--- config.mk ---
export PLATFORM = sky130hd
export DESIGN_NAME = lsu_minibus_bridge
export DESIGN_NICKNAME = d
export VERILOG_FILES = /design/src/rtl/rv32ima_pkg.sv /design/src/rtl/lsu_load_ext.sv /design/src/rtl/lsu_minibus_bridge.sv
export SDC_FILE = /design/constraint.sdc
export NUM_CORES = 1
export LEC_CHECK = 0
export CAP_MARGIN = 20
export CORE_MARGIN = 5
export CORE_UTILIZATION = 42
export DETAILED_ROUTE_END_ITERATION = 16
export PLACE_DENSITY = 0.82
export SLEW_MARGIN = 20
export SYNTH_ARGS = -nofsm -noshare
export SYNTH_HDL_FRONTEND = slang
export SYNTH_SLANG_ARGS = --single-unit
--- constraint.sdc ---
create_clock -name clk -period 4.1 [get_ports clk]
set_input_delay 0.82 -clock clk [delete_from_list [all_inputs] [get_ports clk]]
set_output_delay 0.82 -clock clk [all_outputs]
set_load 0.03 [all_outputs]
--- src/rtl/rv32ima_pkg.sv ---
// Shared rv32ima types: data word, memory access width, LSU fault codes
// and the load/store bridge state encoding.
package rv32ima_pkg;

  typedef logic [31:0] word_t;

  typedef enum logic [1:0] {
    MEM_BYTE = 2'b00,
    MEM_HALF = 2'b01,
    MEM_WORD = 2'b10
  } mem_width_t;

  typedef enum logic [1:0] {
    LSU_OK       = 2'b00,
    LSU_MISALIGN = 2'b01,
    LSU_BUSERR   = 2'b10,
    LSU_TIMEOUT  = 2'b11
  } lsu_fault_t;

  typedef enum logic [1:0] {
    IDLE = 2'b00,
    BUSY = 2'b01,
    RESP = 2'b10
  } lsu_state_t;

  // A request is rejected before reaching the bus when it is both a load and
  // a store, uses the reserved width code, or is not naturally aligned.
  function automatic logic lsu_access_bad(input logic       ren,
                                          input logic       wen,
                                          input logic [1:0] width,
                                          input logic [1:0] addr_lo);
    logic bad;
    bad = 1'b0;
    if (ren && wen) begin
      bad = 1'b1;
    end else begin
      case (width)
        MEM_BYTE: bad = 1'b0;
        MEM_HALF: bad = addr_lo[0];
        MEM_WORD: bad = (addr_lo != 2'b00);
        default:  bad = 1'b1;
      endcase
    end
    return bad;
  endfunction

endpackage

--- src/rtl/lsu_load_ext.sv ---
// Load data extension: picks the LSB-aligned byte/half/word of a raw bus
// word and sign- or zero-extends it to 32 bits. Purely combinational so it
// can also sit on cache refill paths.
module lsu_load_ext
  import rv32ima_pkg::*;
(
  input  logic [1:0] width,
  input  logic       is_unsigned,
  input  word_t      raw,
  output word_t      ext
);

  // Select the lane and replicate the sign bit unless a zero-extend is asked for.
  always_comb begin
    ext = 32'h0000_0000;
    case (width)
      MEM_BYTE: ext = {{24{~is_unsigned & raw[7]}}, raw[7:0]};
      MEM_HALF: ext = {{16{~is_unsigned & raw[15]}}, raw[15:0]};
      MEM_WORD: ext = raw;
      default:  ext = 32'h0000_0000;
    endcase
  end

endmodule

--- src/rtl/lsu_minibus_bridge.sv ---
// Load/store bridge from the core data port to a minibus slave. One access
// at a time: IDLE checks alignment, BUSY holds a stable bus request until
// ack/error/timeout, RESP returns a one-cycle done with bus_sel low so a
// registered-ready slave cannot leak a stale ack into the next access.
module lsu_minibus_bridge
  import rv32ima_pkg::*;
#(
  parameter int TIMEOUT_CYCLES = 16
) (
  input  logic        clk,
  input  logic        rst,
  input  logic        cpu_ren,
  input  logic        cpu_wen,
  input  logic [31:0] cpu_addr,
  input  logic [31:0] cpu_wdata,
  input  logic [1:0]  cpu_width,
  input  logic        cpu_unsigned,
  output logic        cpu_stall,
  output logic        cpu_done,
  output logic [31:0] cpu_rdata,
  output logic        cpu_fault,
  output logic [1:0]  cpu_fault_cause,
  output logic        bus_sel,
  output logic        bus_ren,
  output logic        bus_wen,
  output logic [31:0] bus_addr,
  output logic [31:0] bus_wdata,
  output logic [1:0]  bus_width,
  input  logic [31:0] bus_rdata,
  input  logic        bus_ack,
  input  logic        bus_err
);

  localparam int CNT_W = $clog2(TIMEOUT_CYCLES);
  localparam logic [CNT_W-1:0] CNT_LAST = CNT_W'(TIMEOUT_CYCLES - 1);

  lsu_state_t       state;
  logic [CNT_W-1:0] count;
  logic             unsigned_r;
  logic             req;
  word_t            ext_data;

  assign req = cpu_ren | cpu_wen;

  // The latched width/sign controls are stable through BUSY, so the
  // extender can look straight at the bus data.
  lsu_load_ext u_load_ext (
    .width       (bus_width),
    .is_unsigned (unsigned_r),
    .raw         (bus_rdata),
    .ext         (ext_data)
  );

  // Stall follows the raw request in IDLE so the core freezes in the same cycle.
  always_comb begin
    cpu_stall = 1'b0;
    if (rst) begin
      cpu_stall = 1'b0;
    end else begin
      case (state)
        IDLE:    cpu_stall = req;
        BUSY:    cpu_stall = 1'b1;
        default: cpu_stall = 1'b0;
      endcase
    end
  end

  // Bridge FSM with registered bus and completion outputs.
  always_ff @(posedge clk) begin
    if (rst) begin
      state           <= IDLE;
      count           <= '0;
      unsigned_r      <= 1'b0;
      cpu_done        <= 1'b0;
      cpu_rdata       <= 32'h0000_0000;
      cpu_fault       <= 1'b0;
      cpu_fault_cause <= LSU_OK;
      bus_sel         <= 1'b0;
      bus_ren         <= 1'b0;
      bus_wen         <= 1'b0;
      bus_addr        <= 32'h0000_0000;
      bus_wdata       <= 32'h0000_0000;
      bus_width       <= 2'b00;
    end else begin
      // Completion outputs only carry information in the RESP cycle.
      cpu_done        <= 1'b0;
      cpu_rdata       <= 32'h0000_0000;
      cpu_fault       <= 1'b0;
      cpu_fault_cause <= LSU_OK;
      case (state)
        IDLE: begin
          if (req) begin
            if (lsu_access_bad(cpu_ren, cpu_wen, cpu_width, cpu_addr[1:0])) begin
              state           <= RESP;
              cpu_done        <= 1'b1;
              cpu_fault       <= 1'b1;
              cpu_fault_cause <= LSU_MISALIGN;
            end else begin
              state      <= BUSY;
              count      <= '0;
              bus_sel    <= 1'b1;
              bus_ren    <= cpu_ren;
              bus_wen    <= cpu_wen;
              bus_addr   <= cpu_addr;
              bus_wdata  <= cpu_wdata;
              bus_width  <= cpu_width;
              unsigned_r <= cpu_unsigned;
            end
          end else begin
            state <= IDLE;
          end
        end
        BUSY: begin
          count <= count + CNT_W'(1);
          if (bus_err) begin
            state           <= RESP;
            bus_sel         <= 1'b0;
            bus_ren         <= 1'b0;
            bus_wen         <= 1'b0;
            cpu_done        <= 1'b1;
            cpu_fault       <= 1'b1;
            cpu_fault_cause <= LSU_BUSERR;
          end else if (bus_ack) begin
            state     <= RESP;
            bus_sel   <= 1'b0;
            bus_ren   <= 1'b0;
            bus_wen   <= 1'b0;
            cpu_done  <= 1'b1;
            cpu_rdata <= bus_ren ? ext_data : 32'h0000_0000;
          end else if (count == CNT_LAST) begin
            state           <= RESP;
            bus_sel         <= 1'b0;
            bus_ren         <= 1'b0;
            bus_wen         <= 1'b0;
            cpu_done        <= 1'b1;
            cpu_fault       <= 1'b1;
            cpu_fault_cause <= LSU_TIMEOUT;
          end else begin
            state <= BUSY;
          end
        end
        RESP: begin
          state <= IDLE;
        end
        default: begin
          state   <= IDLE;
          bus_sel <= 1'b0;
          bus_ren <= 1'b0;
          bus_wen <= 1'b0;
        end
      endcase
    end
  end

endmodule

==> key figures <==
CTS
  • Bufs on Longest Clock Path: 2
  • CTS resizes: 0
  • Number of clock buffers inserted by TritonCTS: 9
  • Clock latency on the worst-skew pair: 0.36 ns
  • Clock tree from TritonCTS: yes
  • CTS root buffer: clkbuf_8
  • Setup repair bufs after CTS: 0
  • Clock transition at the registers of the reported paths: 0.09 ns
  • Sink Count: 112
  • Count of hold-fix buffers inserted at cts: 0
  • CTS H-tree lvls: 3

Route
  • Drt first-iter violations: 148
  • Routed wirelength normalized by instance count: 15.1 um
  • Per-cell via count in the routed design: 4.83
  • Number of design rule violations left after detail routing: 0
  • Number of vias after detailed routing: 3826
  • WL final: 12000 um
  • Drt pass-1 iters: 4
  • Post-route antenna net violation count: 0

STA
  • Max Freq: 0.329 GHz
  • Slew HR: 0.323
  • Final total negative setup slack: 0 ns
  • Finish-stage setup viols: 0
  • RSZ-0062 raised after global routing: false
  • Final period utilization: 0.742
  • Clock skew: 0.0223 ns
  • Max-slew violation total from the final report: 0
  • Number of endpoints with negative hold slack in the final report: 0
  • Transition at the pin with the smallest max-transition slack: 1.01 ns
  • Final critical path time including I/O delays and setup: 3.04 ns

Logic synthesis
  • Cell types with the largest area share after synthesis: dfxtp_1, nand2_1, a21oi_1
  • Area share of the largest cell type after synthesis: 0.565
  • Top FF cell, synth: dfxtp_1
  • Synthesis-stage register bit count: 112
  • Post-synthesis simple-gate area fraction: 0.214
  • Mean area per synthesized cell: 8.49 sq um
  • Number of distinct standard cells referenced by the synthesized netlist: 35
  • Adder-Cell Fraction of Synth Area: 0.00316
  • Async S/R FF share, synth: 0
  • Mapped cell area: 3970 sq um
  • Xor/xnor share of the synthesized area: 0.00221
  • Share of synthesized area spent on multiplexers: 0.00252
  • Syn Inst Count: 467
  • Post-synth EDFFs: 0
  • Cell taking the most area after synthesis: dfxtp_1
  • Main combinational cell family by area after synthesis: simple AND/OR/NAND/NOR gates
  • Number of warning messages in the yosys log: 0
  • Compound-gate portion of the synthesized area: 0.171
  • Synthesized net count: 573
  • Seq/Total Area, Yosys: 0.565

Flow run
  • Number of max-capacitance violations reported: 0

GRT
  • Final global-route overflow total: 0
  • Via count of the first global-routing pass: 3741
  • Wire length of the first global-routing pass: 18500 um
  • Pin count of the biggest net entering global routing: 78
  • Combined global-route utilization of all metal layers: 0.201
  • Initial antenna violation count: 2

Floorplanning
  • Number of placed I/O pins: 211
  • Total die area: 11500 sq um
  • Initial core utilization: 0.429
  • Placeable Area: 9240 sq um
  • Die Span Y: 107 um
  • Width of the chip: 107 um
  • Site row count: 35

Pwr
  • VDD IR-drop max: 0.000199 V
  • Internal Power: 0.00163 W
  • Leakage: 2.18 nW
  • Total Power Consumption: 0.00227 W
  • Power share of the clock group: 0.287
  • Part of the power in registers: 0.512
  • Net switching share of the total power: 0.281
  • Combinational fraction of design power: 0.201
  • Net switching power of the design: 0.000640 W
  • Cell area power density: 361 nW/um^2

Setup path
  • Data required time at the worst endpoint: 3.28 ns
  • Maximum fanout encountered on the critical timing path: 5
  • Setup CP Type: input pin to output pin
  • Element type at the critical path end: output pin
  • Data arrival, critical path: 2.22 ns
  • Worst Setup Start Kind: input pin

Finish
  • # nets final: 763
  • Layout cell share with drive strength beyond 1: 0.0695
  • Syn-to-layout area delta: 59.0%

Status
  • Result of the run: completed

Placed design
  • Buffers on Ports: 210
  • Last weighted congestion value of the routability-driven placer: 0.766
  • DP HPWL: 8940 um

Worst hold path
  • Worst Hold Class: flip-flop to flip-flop
## per-stage QoR
step | instances | utilization | setup WS, ns | cell area, sq um | hold WS [ns]
2_1_floorplan | 467 | - | 1.91 | 3970 | 0.440
4_1_cts | 791 | 0.682 | 1.06 | 6300 | 0.460
6_report | 792 | 0.682 | 1.06 | 6310 | 0.458
5_1_grt | 792 | 0.682 | 1.02 | 6310 | 0.478
3_3_place_gp | 775 | 0.660 | 1.08 | 6100 | 0.441
3_5_place_dp | 775 | 0.660 | 1.03 | 6100 | 0.447
## per-layer routing
metal / up-vias / routed length [um] / part of all wire / GRT usage
li1: 1906 / - / - / -
met1: 1723 / 4680 / 0.39 / 0.220
met2: 169 / 5710 / 0.48 / 0.346
met3: 26 / 1260 / 0.11 / 0.0795
met4: 2 / 320 / 0.027 / 0.0822
met5: - / 13 / 0.0011 / 0
## cells in the final DEF (no fill, tap or decap), types with 2 or more instances in the layout
master,synthesis,layout
clkdlybuf4s50_1,0,209
nor3_1,5,5
nand2_1,164,164
a21boi_0,2,2
clkbuf_8,0,9
inv_6,0,2
and3_1,2,2
nor2b_1,2,2
o21ai_0,3,3
nand3_1,5,5
a31oi_1,3,3
dfxtp_1,112,112
nor2_1,8,8
a21oi_1,81,81
buf_4,1,2
clkbuf_1,19,2
a21oi_2,20,20
and2_1,9,9
## cells in the mapped netlist, types with 2 or more instances
cell type  instances
nor3_1             5
nor2_1             8
buf_6              3
a21oi_1           81
a21oi_2           20
buf_1              2
dfxtp_1          112
and3_1             2
a21boi_0           2
o21ai_0            3
nor2b_1            2
buf_2              9
a31oi_1            3
nand3_1            5
nand2_1          164
and2_1             9
clkbuf_1          19
## worst paths after layout
kind                                    start       endpoint  slack, ns  cells past startpoint
worst min register to register  bus_wdata[25]  bus_wdata[25]       0.46                      2
worst max-delay path                  cpu_wen      cpu_stall       1.06                      3
worst max register to register       state[0]   bus_addr[28]       2.10                      5
worst min-delay path            bus_wdata[25]  bus_wdata[25]       0.46                      2
## layout make-up
type	instances	area, sq um
fillers	736	2930
flip-flops and latches	112	2240
repair buffers	213	2130
multi-input cells	321	1570
well taps	129	161
clock buffers	11	131
clock inverters	5	63.8
diodes	1	2.50
## registers in the layout, indices dropped and copies added, names as in the netlist
name and cells:
bus_addr 32, bus_ren 1, bus_sel 1, bus_wdata 32, bus_wen 1, bus_width 2, count 4, cpu_done 1
cpu_fault 1, cpu_fault_cause 2, cpu_rdata 32, state 2, unsigned_r 1
## power by group through the flow
| stage | Sequential, W | Combinational, W | Clock (W) |
|---|---|---|---|
| 3_5_place_dp | 0.00119 | 0.000459 | 0 |
| 6_report | 0.00116 | 0.000457 | 0.000652 |
| 5_1_grt | 0.00117 | 0.000490 | 0.000721 |
| 3_3_place_gp | 0.00119 | 0.000451 | 0 |
| 2_1_floorplan | 0.00128 | 0.000142 | 0 |
| 4_1_cts | 0.00116 | 0.000462 | 0.000672 |
## kinds of logic after synthesis
family | Yosys count
simple gates | 204
buf+inv | 34
compound gates | 114
fa+ha+maj | 1
flops | 112
mux | 1
xor+xnor | 1
## critical path, cell delays in order
cell and delay [ns]:
clkdlybuf4s50_1 0.50, o31a_1 0.31, clkdlybuf4s50_1 0.59
No activity file was read; power rests on OpenSTA's default activity.
